**src/rtl/i2s_master_ctrl.sv**
```systemverilog
// i2s_master_ctrl: I2S bus master (bclk/lrclk generation) and MSB-first frame serialiser fed by a one-frame holding buffer.
// Define I2S_REPEAT_ON_UNDERRUN_EN to resend the previous frame on underrun instead of silence.
module i2s_master_ctrl #(
    parameter int SAMPLE_WIDTH = 16,
    parameter int SLOT_WIDTH   = 32,
    parameter int BCLK_DIV     = 8
) (
    input  logic                    clk,
    input  logic                    reset_n,
    input  logic                    enable,
    input  logic [SAMPLE_WIDTH-1:0] left_in,
    input  logic [SAMPLE_WIDTH-1:0] right_in,
    input  logic                    in_valid,
    output logic                    in_ready,
    output logic                    bclk_o,
    output logic                    lrclk_o,
    output logic                    dacda_o,
    output logic                    frame_start,
    output logic                    underrun,
    output logic                    busy
);
    localparam int DW = $clog2(BCLK_DIV);
    localparam int BW = $clog2(2 * SLOT_WIDTH);
    localparam logic [DW-1:0] DIV_MAX  = DW'(BCLK_DIV - 1);
    localparam logic [DW-1:0] DIV_HALF = DW'(BCLK_DIV / 2);
    localparam logic [BW-1:0] BIT_MAX  = BW'(2 * SLOT_WIDTH - 1);
    localparam logic [BW-1:0] SLOT     = BW'(SLOT_WIDTH);
    localparam logic [BW-1:0] LR_LO    = BW'(SLOT_WIDTH - 1);
    localparam logic [BW-1:0] LR_HI    = BW'(2 * SLOT_WIDTH - 2);
    localparam logic [SAMPLE_WIDTH-1:0] MSB = {1'b1, {(SAMPLE_WIDTH-1){1'b0}}};
`ifdef I2S_REPEAT_ON_UNDERRUN_EN
    localparam bit REPEAT = 1'b1;
`else
    localparam bit REPEAT = 1'b0;
`endif

    typedef enum logic [1:0] {IDLE, RUN, DRAIN} state_t;
    state_t r_state, w_state_nx;

    logic [DW-1:0]           r_div_cnt, w_div_nx;
    logic [BW-1:0]           r_bit_cnt, w_bit_nx, w_pos;
    logic [SAMPLE_WIDTH-1:0] r_hold_l, r_hold_r, r_left, r_right;
    logic [SAMPLE_WIDTH-1:0] w_left_nx, w_right_nx, w_word;
    logic                    r_hold_empty, r_bclk, r_lrclk, r_dacda, r_frame_start, r_underrun, r_busy;
    logic                    w_fall, w_wrap, w_load, w_run_nx, w_acc, w_dbit;

    assign w_fall   = (r_state != IDLE) && (r_div_cnt == DIV_MAX);
    assign w_wrap   = w_fall && (r_bit_cnt == BIT_MAX);
    assign w_run_nx = (w_state_nx != IDLE);
    assign w_acc    = in_valid && r_hold_empty;

    // A wrap with enable low ends the frame sequence without loading.
    always_comb begin
        w_load     = (r_state == IDLE) ? enable : (w_wrap && enable);
        w_state_nx = !enable ? ((r_state == IDLE || w_wrap) ? IDLE : DRAIN) : RUN;
    end

    always_ff @(posedge clk or negedge reset_n) begin
        if (!reset_n) r_state <= IDLE;
        else          r_state <= w_state_nx;
    end

    assign w_div_nx   = (r_state == IDLE || !w_run_nx || w_fall) ? '0 : r_div_cnt + 1'b1;
    assign w_bit_nx   = (!w_run_nx || w_load) ? '0 : (w_fall ? r_bit_cnt + 1'b1 : r_bit_cnt);
    assign w_left_nx  = !w_load ? r_left  : (!r_hold_empty ? r_hold_l : (REPEAT ? r_left  : '0));
    assign w_right_nx = !w_load ? r_right : (!r_hold_empty ? r_hold_r : (REPEAT ? r_right : '0));
    // Slot bit positions past the sample width shift the mask out and serialise as zero.
    assign w_word     = (w_bit_nx < SLOT) ? w_left_nx : w_right_nx;
    assign w_pos      = (w_bit_nx < SLOT) ? w_bit_nx : w_bit_nx - SLOT;
    assign w_dbit     = |(w_word & (MSB >> w_pos));

    always_ff @(posedge clk or negedge reset_n) begin
        if (!reset_n) begin
            r_div_cnt     <= '0;
            r_bit_cnt     <= '0;
            r_hold_l      <= '0;
            r_hold_r      <= '0;
            r_left        <= '0;
            r_right       <= '0;
            r_hold_empty  <= 1'b1;
            r_bclk        <= 1'b0;
            r_lrclk       <= 1'b0;
            r_dacda       <= 1'b0;
            r_frame_start <= 1'b0;
            r_underrun    <= 1'b0;
            r_busy        <= 1'b0;
        end else begin
            r_div_cnt     <= w_div_nx;
            r_bit_cnt     <= w_bit_nx;
            r_left        <= w_left_nx;
            r_right       <= w_right_nx;
            r_hold_empty  <= w_acc ? 1'b0 : (w_load ? 1'b1 : r_hold_empty);
            r_bclk        <= w_run_nx && (w_div_nx >= DIV_HALF);
            r_lrclk       <= w_run_nx && (w_bit_nx >= LR_LO) && (w_bit_nx <= LR_HI);
            r_dacda       <= !w_run_nx ? 1'b0 : ((w_load || w_fall) ? w_dbit : r_dacda);
            r_frame_start <= w_load;
            r_underrun    <= w_load && r_hold_empty;
            r_busy        <= w_run_nx;
            if (w_acc) begin
                r_hold_l <= left_in;
                r_hold_r <= right_in;
            end
        end
    end

    assign in_ready    = r_hold_empty;
    assign bclk_o      = r_bclk;
    assign lrclk_o     = r_lrclk;
    assign dacda_o     = r_dacda;
    assign frame_start = r_frame_start;
    assign underrun    = r_underrun;
    assign busy        = r_busy;
endmodule

```
**config.mk**
```make
export PLATFORM = sky130hd
export DESIGN_NAME = i2s_master_ctrl
export DESIGN_NICKNAME = d
export VERILOG_FILES = /design/src/rtl/i2s_master_ctrl.sv
export SDC_FILE = /design/constraint.sdc
export NUM_CORES = 1
export LEC_CHECK = 0
export CORE_MARGIN = 3
export CORE_UTILIZATION = 60
export DETAILED_ROUTE_END_ITERATION = 6
export GPL_TIMING_DRIVEN = 0
export PLACE_DENSITY = 0.88
export SYNTH_ARGS = -nofsm -noshare
export SYNTH_HDL_FRONTEND = slang
export SYNTH_SLANG_ARGS = --single-unit
```
**constraint.sdc**
```tcl
create_clock -name clk -period 4.5 [get_ports clk]
set_input_delay 1.125 -clock clk [delete_from_list [all_inputs] [get_ports clk]]
set_output_delay 1.125 -clock clk [all_outputs]
set_load 0.01 [all_outputs]
```
==> flow_metrics.py, run 1 <==
metrics = {
    "grt": {
        "grt_util_all_layers": 0.256,
        "grt_pass1_wl_mm": 15.0,
        "grt_pass1_vias": 3055,
        "grt_max_degree": 56,
        "antenna_found_initial": 0,
        "gr-total-overflow": 0,
    },
    "hold_path": {
        "holdPathStages": 1,
        "min_from": "r_div_cnt[0]",
        "hp-class": "register to register",
        "hold_end": "r_div_cnt[0]",
    },
    "power": {
        "p_sw_frac": 0.297,
        "powerDensity_mw_per_mm2": 515,
        "seqPwrFrac": 0.475,
        "p_sw_mw": 0.727,
        "clock_power_share": 0.237,
        "p_total_mw": 2.45,
        "comb_power_share": 0.288,
        "leakagePower_nw": 1.99,
        "max-vdd-ir-drop_mv": 0.339,
        "p_int_mw": 1.72,
    },
    "placement": {
        "hpwl_mm": 6.49,
        "placed_area_mm2": 0.00454,
        "gp_congestion": 0.953,
        "dp_cells": 500,
        "pre_cts_ws_ns": 0.706,
        "io_buffer_count": 42,
    },
    "route": {
        "firstDrtPassIters": 5,
        "wl_mm": 8.89,
        "route.detailed.drc": 0,
        "routedWlPerCell_um": 17.2,
        "first_iter_violations": 242,
        "via_per_inst": 5.99,
        "antenna_left": 0,
        "vias": 3090,
    },
    "timing": {
        "skew_ns": 0.0101,
        "finalSetupViolations": 0,
        "timing.final.crit_share": 0.775,
        "slew_viol_final": 0,
        "fin_setup_tns_ns": 0,
        "timing.hold.ws_ns": 0.448,
        "hold_viol_final": 0,
        "rsz0062_at_grt": "false",
        "clock.fmax_mhz": 287,
        "setup_ws_ns": 1.01,
        "worstMarginPinSlew_ns": 0.784,
        "final.min_clock_period_ns": 3.49,
        "slew-limit-headroom": 0.477,
    },
    "clock_network": {
        "cts_resized": 0,
        "root_buffer": "clkbuf_8",
        "numCtsBuffers": 9,
        "htreeDepth": 3,
        "clock-sinks": 82,
        "clk_pin_slew_ns": 0.08,
        "postCtsHoldBufs": 0,
        "clock_path_buffers": 2,
        "tritoncts": "built",
        "clkLatencyLatePin_ns": 0.35,
        "cts_setup_buffers": 0,
    },
    "logic_synthesis": {
        "syn_area_per_cell_um2": 10.5,
        "syn_inst": 380,
        "synth_seq_cells": 82,
        "synth_edf_count": 0,
        "async_reset_ff_frac": 1.00,
        "synth-seq-area-share": 0.513,
        "synth_cell_types": 56,
        "yosysWarnings": 0,
        "synth_nets": 419,
        "synthFlopType": "dfrtp_1",
        "netlist_area_mm2": 0.00400,
    },
    "outcome": {
        "outcome": "complete, no violations",
    },
    "setup_path": {
        "cp-start-kind": "input port",
        "critPathCaptureType": "register",
        "rrSetupSlack_ns": 1.66,
        "ff2ff_path_depth": 11,
        "r2r_start": "r_div_cnt[0]",
        "r2r_end": "dacda_o",
        "cp_max_fo": 7,
        "arrival_ns": 3.71,
        "critPathRequiredTime_ns": 4.72,
        "critPathKind": "input port to register",
    },
    "layout": {
        "layout-drive-gt1-share": 0.159,
        "fillers": 446,
        "final_nets": 473,
        "diodes": 0,
        "final_design_area_no_fill_mm2": 0.00475,
        "utilization": 0.740,
        "mostFrequentLayoutCells": "dfrtp_1, o21ai_0, nand2_1",
        "area_growth_pct": 18.9,
        "final_common_cell": "dfrtp_1",
        "stdcell_count": 516,
    },
    "run": {
        "max_cap_viol_count": 0,
    },
    "floorplanning": {
        "io_pins": 43,
        "initial_utilization": 0.623,
        "dieArea_mm2": 0.00768,
        "row_count": 29,
        "die_y_um": 87.7,
        "fp.dieW_um": 87.7,
        "core-area_mm2": 0.00642,
    },
}
==> power by group through the flow <==
stage	combinational (mW)	clock, mW	sequential [mW]
after floorplan	0.502	0	1.14
after global placement	0.668	0	1.16
after detailed placement	0.704	0	1.18
after CTS	0.710	0.587	1.16
after global routing	0.791	0.615	1.19
final	0.705	0.581	1.16
==> layout make-up <==
class                   instances  area (um^2)  area share
clock buffers                  14          153      0.0321
plain buffers                  25          120      0.0253
clock inverters                 2         60.1      0.0126
repair buffers                 43          445      0.0937
flip-flops and latches         82         2050       0.432
inverters                       4         15.0     0.00316
multi-input cells             269         1810       0.381
well taps                      77         96.3      0.0203
==> logic make-up (layout without fill, tap and decap cells) <==
family	after synthesis	in the layout	share of synthesized area
and+or+nand+nor	132	132	0.169
AOI/OAI and AO/OA	87	87	0.146
DFF	82	82	0.513
muxes	41	41	0.115
buffers and inverters	29	88	0.0338
xor gates and xnor gates	6	6	0.0131
adders and majority gates	3	3	0.00938
==> worst max path at each step <==
stage / from / end / slack (ns) / cells after the start
finish: enable / dacda_o / 1.01 / 10
global route: enable / dacda_o / 0.92 / 10
global placement: reset_n / r_hold_r[10] / -0.52 / 1
CTS: enable / dacda_o / 1.03 / 10
floorplan: enable / dacda_o / 1.59 / 9
detailed placement: enable / dacda_o / 0.71 / 10
==> routing by layer <==
metal / routed length (um) / GRT usage / up-vias
li1: - / - / 1443
met1: 3850 / 0.350 / 1501
met2: 4250 / 0.401 / 119
met3: 439 / 0.0395 / 27
met4: 342 / 0.124 / 0
met5: 0 / 0 / -
==> synth_stat cells (2+ instances only) <==
| cell | number | share of area |
|---|---|---|
| a21oi_1 | 4 | 0.0050 |
| nand3b_1 | 2 | 0.0038 |
| buf_1 | 5 | 0.0047 |
| mux2i_1 | 3 | 0.0075 |
| o2111ai_1 | 5 | 0.011 |
| nor2b_1 | 5 | 0.0078 |
| nand2b_1 | 30 | 0.047 |
| a31oi_1 | 3 | 0.0047 |
| or3_1 | 3 | 0.0047 |
| xnor2_1 | 2 | 0.0044 |
| o31ai_1 | 6 | 0.011 |
| o21ai_0 | 47 | 0.059 |
| clkbuf_1 | 11 | 0.010 |
| nand2_1 | 46 | 0.043 |
| buf_6 | 2 | 0.0056 |
| o211a_1 | 2 | 0.0050 |
| dfrtp_1 | 81 | 0.51 |
| nor2_1 | 15 | 0.014 |
| nor3_1 | 8 | 0.010 |
| nand3_1 | 5 | 0.0063 |
| o22ai_1 | 2 | 0.0031 |
| a21o_1 | 2 | 0.0038 |
| nand4_1 | 2 | 0.0031 |
| inv_1 | 3 | 0.0028 |
| xor2_1 | 4 | 0.0088 |
| o31a_1 | 2 | 0.0044 |
| ha_1 | 3 | 0.0094 |
| mux2_2 | 37 | 0.10 |
| and3_1 | 3 | 0.0047 |
| nor3b_1 | 6 | 0.011 |
| buf_2 | 6 | 0.0075 |
==> state kept, by name (all words and copies together) (netlist names), 2 cells and up <==
| signal | flops |
|---|---|
| r_state | 2 |
| r_left | 16 |
| r_right | 16 |
| r_div_cnt | 3 |
| r_hold_l | 16 |
| r_hold_r | 16 |
| r_bit_cnt | 6 |
==> worst max-delay path: stages <==
cell and delay [ns]:
clkdlybuf4s50_1 0.59, nor3b_1 0.44, a21oi_4 0.09, inv_2 0.17, mux2_4 0.33, mux2_2 0.28, a2bb2o_4 0.21, a22oi_1 0.21
o2111a_1 0.20, a31oi_1 0.08
Power figures use the tool's default switching activity.
==> inputs of run 2 (changes only) <==
--- a/config.mk
+++ b/config.mk
@@ -6,10 +6,10 @@
 export NUM_CORES = 1
 export LEC_CHECK = 0
 export CORE_MARGIN = 3
-export CORE_UTILIZATION = 60
+export CORE_UTILIZATION = 56
 export DETAILED_ROUTE_END_ITERATION = 6
 export GPL_TIMING_DRIVEN = 0
-export PLACE_DENSITY = 0.88
+export PLACE_DENSITY = 0.83
 export SYNTH_ARGS = -nofsm -noshare
 export SYNTH_HDL_FRONTEND = slang
 export SYNTH_SLANG_ARGS = --single-unit
==> constraint.sdc (replaced) <==
create_clock -name clk -period 3.3 [get_ports clk]
set_input_delay 0.825 -clock clk [delete_from_list [all_inputs] [get_ports clk]]
set_output_delay 0.825 -clock clk [all_outputs]
set_load 0.01 [all_outputs]
==> run 2 against run 1 <==
  * Combinational power up 36%
  * First-iteration DRC count shrank 2.5%
  * Critical path type unchanged
  * Core utilization down 5.1 points
  * Clock skew decreased by 0.0043 ns
  * Sequential power rose by 36%
  * Setup slack got worse by 0.81 ns
  * Sequential share of layout area increased by 0.16 points
  * Cell count rose by 3.7%
  * Register-to-register slack lost 1.2 ns
  * Flip-flop and latch count did not move
  * Worst hold slack got worse by 0.065 ns
  * Non-clock buffer count is the same
  * Highest routed layer unchanged
==> flow_metrics.py, run 2 (synthesis results as in run 1) <==
metrics = {
    "setup_path": {
        "cp_max_fo": 7,
        "r2r_start": "r_div_cnt[0]",
        "r2r_end": "dacda_o",
        "crit_path_max_incr_delay_ns": 0.57,
        "rrSetupSlack_ns": 0.46,
        "critPathTopFamily": "compound AO/OA/AOI/OAI gates",
        "cp-start-kind": "input port",
        "ff2ff_path_depth": 11,
        "critPathRequiredTime_ns": 3.53,
        "crit_chain": "clkdlybuf4s50_1 -> nor3b_1 -> a21oi_4 -> inv_2 -> mux2_4 -> mux2_2 -> a2bb2o_4 -> a22oi_1 -> o2111a_1 -> a31oi_1",
        "arrival_ns": 3.32,
        "cp_slowest_cell": "clkdlybuf4s50_1",
        "critPathCaptureType": "register",
        "critPathKind": "input port to register",
        "path_buf_inv": 2,
    },
    "power": {
        "p_total_mw": 3.19,
        "powerDensity_mw_per_mm2": 673,
        "leakagePower_nw": 1.98,
        "p_int_mw": 2.19,
        "p_sw_frac": 0.313,
        "clock_power_share": 0.202,
        "max-vdd-ir-drop_mv": 0.434,
        "p_sw_mw": 0.996,
        "seqPwrFrac": 0.497,
        "comb_power_share": 0.301,
    },
    "outcome": {
        "outcome": "complete, no violations",
    },
    "run": {
        "max_cap_viol_count": 0,
    },
    "grt": {
        "grt_pass1_wl_mm": 15.2,
        "antenna_found_initial": 0,
        "gr-total-overflow": 0,
        "grt_pass1_vias": 3084,
        "grt_max_degree": 57,
        "grt_util_all_layers": 0.233,
    },
    "timing": {
        "hold_viol_final": 0,
        "clock.fmax_mhz": 323,
        "final.min_clock_period_ns": 3.09,
        "fin_setup_tns_ns": 0,
        "finalSetupViolations": 0,
        "slew_viol_final": 0,
        "slew-limit-headroom": 0.473,
        "worstMarginPinSlew_ns": 0.790,
        "timing.final.crit_share": 0.938,
        "rsz0062_at_grt": "false",
        "skew_ns": 0.00577,
    },
    "layout": {
        "diodes": 0,
        "area_growth_pct": 18.4,
        "final_common_cell": "dfrtp_1",
        "final_nets": 473,
        "mostFrequentLayoutCells": "dfrtp_1, o21ai_0, nand2_1",
        "layout-drive-gt1-share": 0.166,
        "fillers": 524,
    },
    "route": {
        "first_iter_violations": 236,
        "route.detailed.drc": 0,
        "antenna_left": 0,
        "firstDrtPassIters": 5,
        "via_per_inst": 5.70,
        "wl_mm": 8.80,
        "routedWlPerCell_um": 16.5,
        "vias": 3047,
    },
    "hold_path": {
        "hp-class": "input port to asynchronous set/reset pin",
    },
    "floorplanning": {
        "die_y_um": 90.5,
        "initial_utilization": 0.582,
        "row_count": 30,
        "io_pins": 43,
        "fp.dieW_um": 90.5,
        "dieArea_mm2": 0.00819,
        "core-area_mm2": 0.00687,
    },
    "clock_network": {
        "root_buffer": "clkbuf_8",
        "numCtsBuffers": 9,
        "clock-sinks": 82,
        "htreeDepth": 3,
        "clkLatencyLatePin_ns": 0.35,
        "clock_path_buffers": 2,
        "postCtsHoldBufs": 0,
        "tritoncts": "built",
        "cts_resized": 0,
        "clk_pin_slew_ns": 0.08,
        "cts_setup_buffers": 0,
    },
    "placement": {
        "io_buffer_count": 42,
        "hpwl_mm": 6.47,
        "gp_congestion": 0.897,
    },
}
## run 2: cell types whose count changed in the layout (fill, tap and decap cells not counted), sizes merged
cell / previous run / this run
bufinv: 2 / 0
clkinvlp: 0 / 2
clkbuf: 25 / 22
clkinv: 0 / 3
## run 2: per-stage QoR
step	area [um^2]	hold WS (ns)	std cells	util	setup slack (ns)
finish	4740	0.383	535	0.690	0.206
global route	4740	0.408	535	0.690	0.0798
CTS	4740	0.394	535	0.690	0.217
detailed placement	4570	0.437	519	0.665	-0.132
global placement	4540	0.429	518	0.661	-1.37
floorplan	4000	0.415	380	-	0.691
## run 2: power by group through the flow
stage | clock network [mW] | registers (mW) | logic, mW
2_1_floorplan | 0 | 1.55 | 0.684
3_3_place_gp | 0 | 1.58 | 0.915
3_5_place_dp | 0 | 1.60 | 0.959
4_1_cts | 0.658 | 1.58 | 0.965
5_1_grt | 0.703 | 1.63 | 1.08
6_report | 0.644 | 1.58 | 0.959
## run 2: worst max-delay path by stage
| stage | start | end | cells past startpoint |
|---|---|---|---|
| after global placement | reset_n | underrun | 1 |
| final | enable | dacda_o | 10 |
| after floorplan | enable | dacda_o | 9 |
| after CTS | enable | dacda_o | 10 |
| after detailed placement | enable | dacda_o | 10 |
| after global routing | enable | dacda_o | 10 |
## run 2: area by class of cell
type	count	area, um^2	share of cell area
multi-input combinational	269	1810	0.382
sequential	82	2050	0.433
buffer	25	120	0.0254
clock inverter	5	30.0	0.00634
tap	96	120	0.0254
inverter	4	15.0	0.00317
clock buffer	11	141	0.0298
timing repair buffer	43	445	0.0940
## run 2: layer usage
metal  GRT usage  part of all wire
met2       0.370              0.48
met5           0                 0
met4       0.120             0.037
met1       0.307              0.44
met3      0.0383             0.039
## run 2: worst register-to-register path: cells and delay by family (launching register included)
family | cells | cell delay [ns]
AO/OA/AOI/OAI | 5 | 0.92
adder cells (fa/ha/maj) | 2 | 0.43
buffers and inverters | 1 | 0.12
flip-flops | 1 | 0.39
multiplexers | 2 | 0.59
AND/OR/NAND/NOR | 1 | 0.27
